<file path="src/rtl/multiple_modules.sv">
// multiple_modules: bitwise (a & b) | c, built from two submodule instances.
//   clk       : single clock, all state updates on the rising edge
//   reset_n   : asynchronous, active-low reset for y and rise_cnt
//   a, b, c   : WIDTH-bit operands
//   y_comb    : unregistered (a & b) | c
//   y         : y_comb registered on each rising clk edge
//   rise_cnt  : saturating count of 0->1 transitions of y[0]

module sub_module1 #(
  parameter int WIDTH = 1
) (
  input  logic [WIDTH-1:0] a,
  input  logic [WIDTH-1:0] b,
  output logic [WIDTH-1:0] y
);
  assign y = a & b;
endmodule

module sub_module2 #(
  parameter int WIDTH = 1
) (
  input  logic [WIDTH-1:0] and_t,
  input  logic [WIDTH-1:0] c,
  output logic [WIDTH-1:0] y
);
  assign y = and_t | c;
endmodule

module multiple_modules #(
  parameter int WIDTH = 1,
  parameter int CNT_W = 8
) (
  input  logic             clk,
  input  logic             reset_n,
  input  logic [WIDTH-1:0] a,
  input  logic [WIDTH-1:0] b,
  input  logic [WIDTH-1:0] c,
  output logic [WIDTH-1:0] y,
  output logic [WIDTH-1:0] y_comb,
  output logic [CNT_W-1:0] rise_cnt
);
  logic [WIDTH-1:0] and_t;

  sub_module1 #(.WIDTH(WIDTH)) u_sub_module1 (
    .a (a),
    .b (b),
    .y (and_t)
  );

  sub_module2 #(.WIDTH(WIDTH)) u_sub_module2 (
    .and_t (and_t),
    .c     (c),
    .y     (y_comb)
  );

  // A rise is detected by comparing the current y[0] with the value about
  // to be loaded, so the count advances on the same edge y[0] goes high.
  always_ff @(posedge clk or negedge reset_n) begin
    if (!reset_n) begin
      y        <= '0;
      rise_cnt <= '0;
    end else begin
      y <= y_comb;
      if (!y[0] && y_comb[0] && (rise_cnt != '1))
        rise_cnt <= rise_cnt + 1'b1;
    end
  end
endmodule

</file>
<file path="config.mk">
export PLATFORM = sky130hd
export DESIGN_NAME = multiple_modules
export DESIGN_NICKNAME = d
export VERILOG_FILES = /design/src/rtl/multiple_modules.sv
export SDC_FILE = /design/constraint.sdc
export NUM_CORES = 1
export LEC_CHECK = 0
export BUFFER_PORTS_ARGS = -buffer_cell sky130_fd_sc_hd__buf_2
export CORE_AREA = 2 2 39 41
export CTS_BUF_LIST = sky130_fd_sc_hd__clkbuf_2
export DETAILED_ROUTE_END_ITERATION = 10
export DIE_AREA = 0 0 41 43
export GPL_TIMING_DRIVEN = 1
export SYNTH_ARGS = -nofsm -noshare
export SYNTH_HDL_FRONTEND = slang
export SYNTH_SLANG_ARGS = --single-unit
export TNS_END_PERCENT = 5
</file>
<file path="constraint.sdc">
create_clock -name clk -period 2 [get_ports clk]
set_clock_uncertainty 0.15 [all_clocks]
set_input_delay 0.3 -clock clk [delete_from_list [all_inputs] [get_ports clk]]
set_output_delay 0.3 -clock clk [all_outputs]
set_load 0.01 [all_outputs]
</file>
# After elaboration in Yosys (flattened, before gate mapping)
# Cells that the tools add are included.
# op_classes
eq_ne	1
n_addsub	1
n_bitwise	2
n_reduce_logical	3
# op_table
op	n
$add A8 B1 Y8 const B	1
$ne A8 B8 Y1 const B	1
$logic_and A1 B1 Y1	2
$and A1 B1 Y1	1
$logic_not A1 Y1	1
$or A1 B1 Y1	1
# word_totals
input_bits	5
output_inout_bits	10
reg_bits	9

# Depth between registers and ports, before layout
# logic_depth
depth_word	4
depth_mapped	5
ltp_nobuf	5

# Modules after synthesis
# Synthesis repeated with hierarchy kept, for this count alone.
# unflattened
hier_cells	37
hier_area_um2	440.4
# by_module_without_submodules
module	cells_per_inst	n_inst	area_per_inst_um2	seq_area_each_um2
multiple_modules	35	1	427.9	225.2
sub_module1	1	1	6.3	0.0
sub_module2	1	1	6.3	0.0

# Least setup slack after synthesis
# OpenSTA, ideal clock, no wires.
# synth_path
path_kind	register to register
from	register rise_cnt[0]
to	register rise_cnt[1]
arrival_time_ns	1.617
period_less_slack_ns	1.892
stages_incl_launch_ff	5
slack_ns	0.108
required_time_ns	1.725
path_cell_list	dfrtp_1 -> ha_1 -> and4_1 -> a211oi_2 -> mux2_2
# synth_between
elab_chain_len	2
# synth_lines
element	line	source
start, declared	40	output logic [CNT_W-1:0] rise_cnt
start signal, assigned	65	rise_cnt <= rise_cnt + 1'b1;
branches (longest 2 deep; another with $add A8 B1 Y8)	-	
# Several ways; the timed one is not identified.
# A chain may end at the register's enable or synchronous reset.

# Worst setup path in the final report
# Same ends and word-level chain as after synthesis.

==> metrics.md <==
| Metric | Value |
|---|---|
| Outcome | `complete, no violations` |
| Max Cap Viol | `0` |
| Hold Path Stages | `3` |
| Unrepaired setup endpoints after global routing | `false` |
| Post-Synth Simple-Gate Area | `between 10% and 20%` |
| DP Cell Count | `65` |
| Async SR Flop Fraction | `100.0%` |
| Residual DRC count | `0` |
| CP Class | `flip-flop to flip-flop` |
| Count of final hold-check violations | `0` |
| Most instantiated cells after synthesis | `dfrtp_1 (9), xnor2_1 (4), nand2_1 (3), nand4_1 (3), mux2_2 (2)` |
| Largest family of logic cells by synthesized area | `simple AND/OR/NAND/NOR gates` |
| Critical Path Fanout Max | `6` |
| Global-route usage over all layers | `about a tenth` |
| Switching Power | `0.2274 mW` |
| Worst EP required | `about 2.0 ns` |
| Endpoint, Worst Hold | `y$_DFF_PN0_` |
| Die height | `between 40 and 50 um` |
| Yosys top cell by area | `dfrtp_1` |
| Number of global-route vias before repair | `between 200 and 300` |
| Worst r2r path cells | `5` |
| Slew Viols, Final | `0` |
| Max Clk Rate | `532.5 MHz` |
| Clock sinks | `9` |
| Final setup vio count | `0` |
| Gr ovfl total | `0` |
| Post-CTS setup buffers | `0` |
| Die footprint | `~1800 sq um` |
| Slew headroom | `between 70% and 80%` |
| Post-synth top area share | `between 50% and 60%` |
| Synth Warn # | `0` |
| CP arrival | `between 1.5 and 2 ns` |
| CP endpoint kind | `flip-flop` |
| Port Buffer Count | `14` |
| Root buf cell | `clkbuf_2` |
| Combinational Power Share | `a little under a third` |
| Rows | `14` |
| Synth Area in Adders | `between 2 and 3%` |
| CTS tree | `yes` |
| DR vias/cell | `~4.8` |
| Worst reg2reg setup slack | `between 0.1 and 0.15 ns` |
| Setup TNS | `0 ns` |
| Worst slew pin tran | `around 0.34 ns` |
| Clock share of power | `a little under a fifth` |
| Synth Cell Area | `between 400 and 500 sq um` |
| Peak supply drop | `about 0.00054 V` |
| Synth Instances | `34` |
| Synth Flop Type | `dfrtp_1` |
| Worst hold start | `c` |
| CTS Hold Bufs | `1` |
| Mean post-synth cell area | `12.44 sq um` |
| Clock Path Buffers | `2` |
| Post_cts resized | `0` |
| First-pass GRT wire length | `1.214 mm` |
| RR Startpoint | `rise_cnt[0]$_DFFE_PN0P_` |
| Power Internal | `roughly 0.39 mW` |
| Synth cell types | `18` |
| Via count | `334` |
| Number of top-level pins | `15` |
| Initial antenna violation count | `0` |
| Antenna fix cells | `0` |
| Hold WC Path Type | `input pin to flip-flop` |
| Worst R2R End | `rise_cnt[1]$_DFFE_PN0P_` |
| Routability cong. | `around 0.7` |
| H-tree depth | `1` |
| Num CTS Buffers | `3` |
| Nets | `just over 60` |
| Avg WL per Cell | `11.24 um` |
| CTS clk-pin slew, worst paths | `0.10 ns` |
| Fin crit period | `around 1.9 ns` |
| Core area | `about 1400 sq um` |
| Filler-free cell count of the finished design | `70` |
| Leakage | `approximately 0.27 nW` |
| Sw Share | `between 30% and 40%` |
| #FFs+latches synth | `9` |
| Synth Area in XOR/XNOR | `10.36%` |
| DRT Wirelength | `slightly below 800 um` |
| Share of cells above drive strength 1 | `a little under half` |
| Clk Latency, worst-skew pair | `0.24 ns` |
| Pwr/cell area | `1123 nW/um^2` |
| DP HPWL | `around 570 um` |
| Mux cell area share after synthesis | `roughly 8.9%` |
| Initial core utilization | `between 30% and 40%` |
| Mapped Nets | `40` |
| Area Overhead vs Synth | `30.18%` |
| Register area share after synthesis | `~53%` |
| Pin count of the biggest net entering global routing | `10` |
| Power Total | `0.6185 mW` |
| 1st-iter DRT viols | `0` |
| Seq pwr share | `between 40% and 50%` |
| Placed cell areas | `approximately 520 sq um` |
| Finished Cell Area | `~550 sq um` |
| Critical Path Start Type | `flip-flop` |
| DRT Pass-1 Iters | `1` |
| EDFF count, synth | `0` |
| Period utilisation layout | `a little over nine tenths` |
| WHS | `~0.16 ns` |
| Compound-gate portion of the synthesized area | `4.142%` |
| Die Wd | `about 41 um` |
| Most common cell in the synthesized netlist | `dfrtp_1` |
| Final ANT Viol Nets | `0` |
| Top post-synthesis cells by area | `dfrtp_1 (53%), xnor2_1 (8.3%), mux2_2 (5.3%)` |
sequential cells by signal, indices dropped and copies added (netlist names):
name and flops:
rise_cnt 8, y 1
worst max-delay path: stages (launching register included):
cell,delay [ns]
dfrtp_1,0.43
ha_1,0.27
and4_1,0.22
a211oi_2,0.20
buf_4,0.17
mux2_2,0.32
cell families (layout without fill, tap and decap cells):
kind of cell | Yosys count | count (layout)
compound gates | 2 | 2
xor+xnor | 5 | 5
fa+ha+maj | 1 | 1
buf+inv | 1 | 21
flops | 9 | 9
mux | 3 | 3
simple gates | 13 | 13
power groups by stage:
stage / Clock [mW] / Combinational [mW] / Sequential (mW)
final: 0.118 / 0.194 / 0.306
after CTS: 0.123 / 0.197 / 0.307
after global placement: 0 / 0.193 / 0.307
after global routing: 0.130 / 0.213 / 0.315
after detailed placement: 0 / 0.195 / 0.310
after floorplan: 0 / 0.0891 / 0.327
stage by stage:
step / utilization [%] / setup WS, ns
2_1_floorplan: - / 0.1080
5_1_grt: 39.78 / 0.06851
3_3_place_gp: 37.61 / 0.1759
3_5_place_dp: 37.61 / 0.1502
4_1_cts: 39.78 / 0.1331
6_report: 39.78 / 0.1219
worst max path at each step:
stage | startpoint | to | cells after the start
after floorplan | rise_cnt[0]$_DFFE_PN0P_ | rise_cnt[1]$_DFFE_PN0P_ | 4
after global placement | rise_cnt[0]$_DFFE_PN0P_ | rise_cnt[1]$_DFFE_PN0P_ | 5
after detailed placement | rise_cnt[0]$_DFFE_PN0P_ | rise_cnt[1]$_DFFE_PN0P_ | 5
after CTS | rise_cnt[0]$_DFFE_PN0P_ | rise_cnt[1]$_DFFE_PN0P_ | 5
after global routing | rise_cnt[0]$_DFFE_PN0P_ | rise_cnt[1]$_DFFE_PN0P_ | 5
final | rise_cnt[0]$_DFFE_PN0P_ | rise_cnt[1]$_DFFE_PN0P_ | 5
layout make-up:
class,instances,area (sq um)
sequential,9,225.2
timing repair buffer,16,87.58
multi-input combinational,24,193.9
tap,16,20.02
inverter,1,3.754
fill,149,833.3
clock buffer,4,20.02
cells in the final DEF (no fill, tap or decap):
cell type	synthesis	layout
a211oi_2	1	1
a21oi_1	1	1
and3_1	1	1
and3_4	1	1
and4_1	1	1
buf_2	0	14
buf_4	0	1
clkbuf_2	0	4
dfrtp_1	9	9
dlygate4sd3_1	0	1
ha_1	1	1
inv_1	1	1
mux2_2	2	2
mux2_4	1	1
nand2_1	3	3
nand2b_1	1	1
nand3_2	1	1
nand4_1	3	3
nor2_1	1	1
or3_1	1	1
xnor2_1	4	4
xor2_1	1	1
metal layers:
layer	GRT usage (%)	up-vias	routed length [um]	part of all wire [%]
met1	14.72	163	405	51
met2	12.81	8	332	42
li1	-	163	-	-
met5	0	-	0	0
met4	6.000	0	0	0
met3	4.712	0	49	6.2
Power figures use the tool's default switching activity.
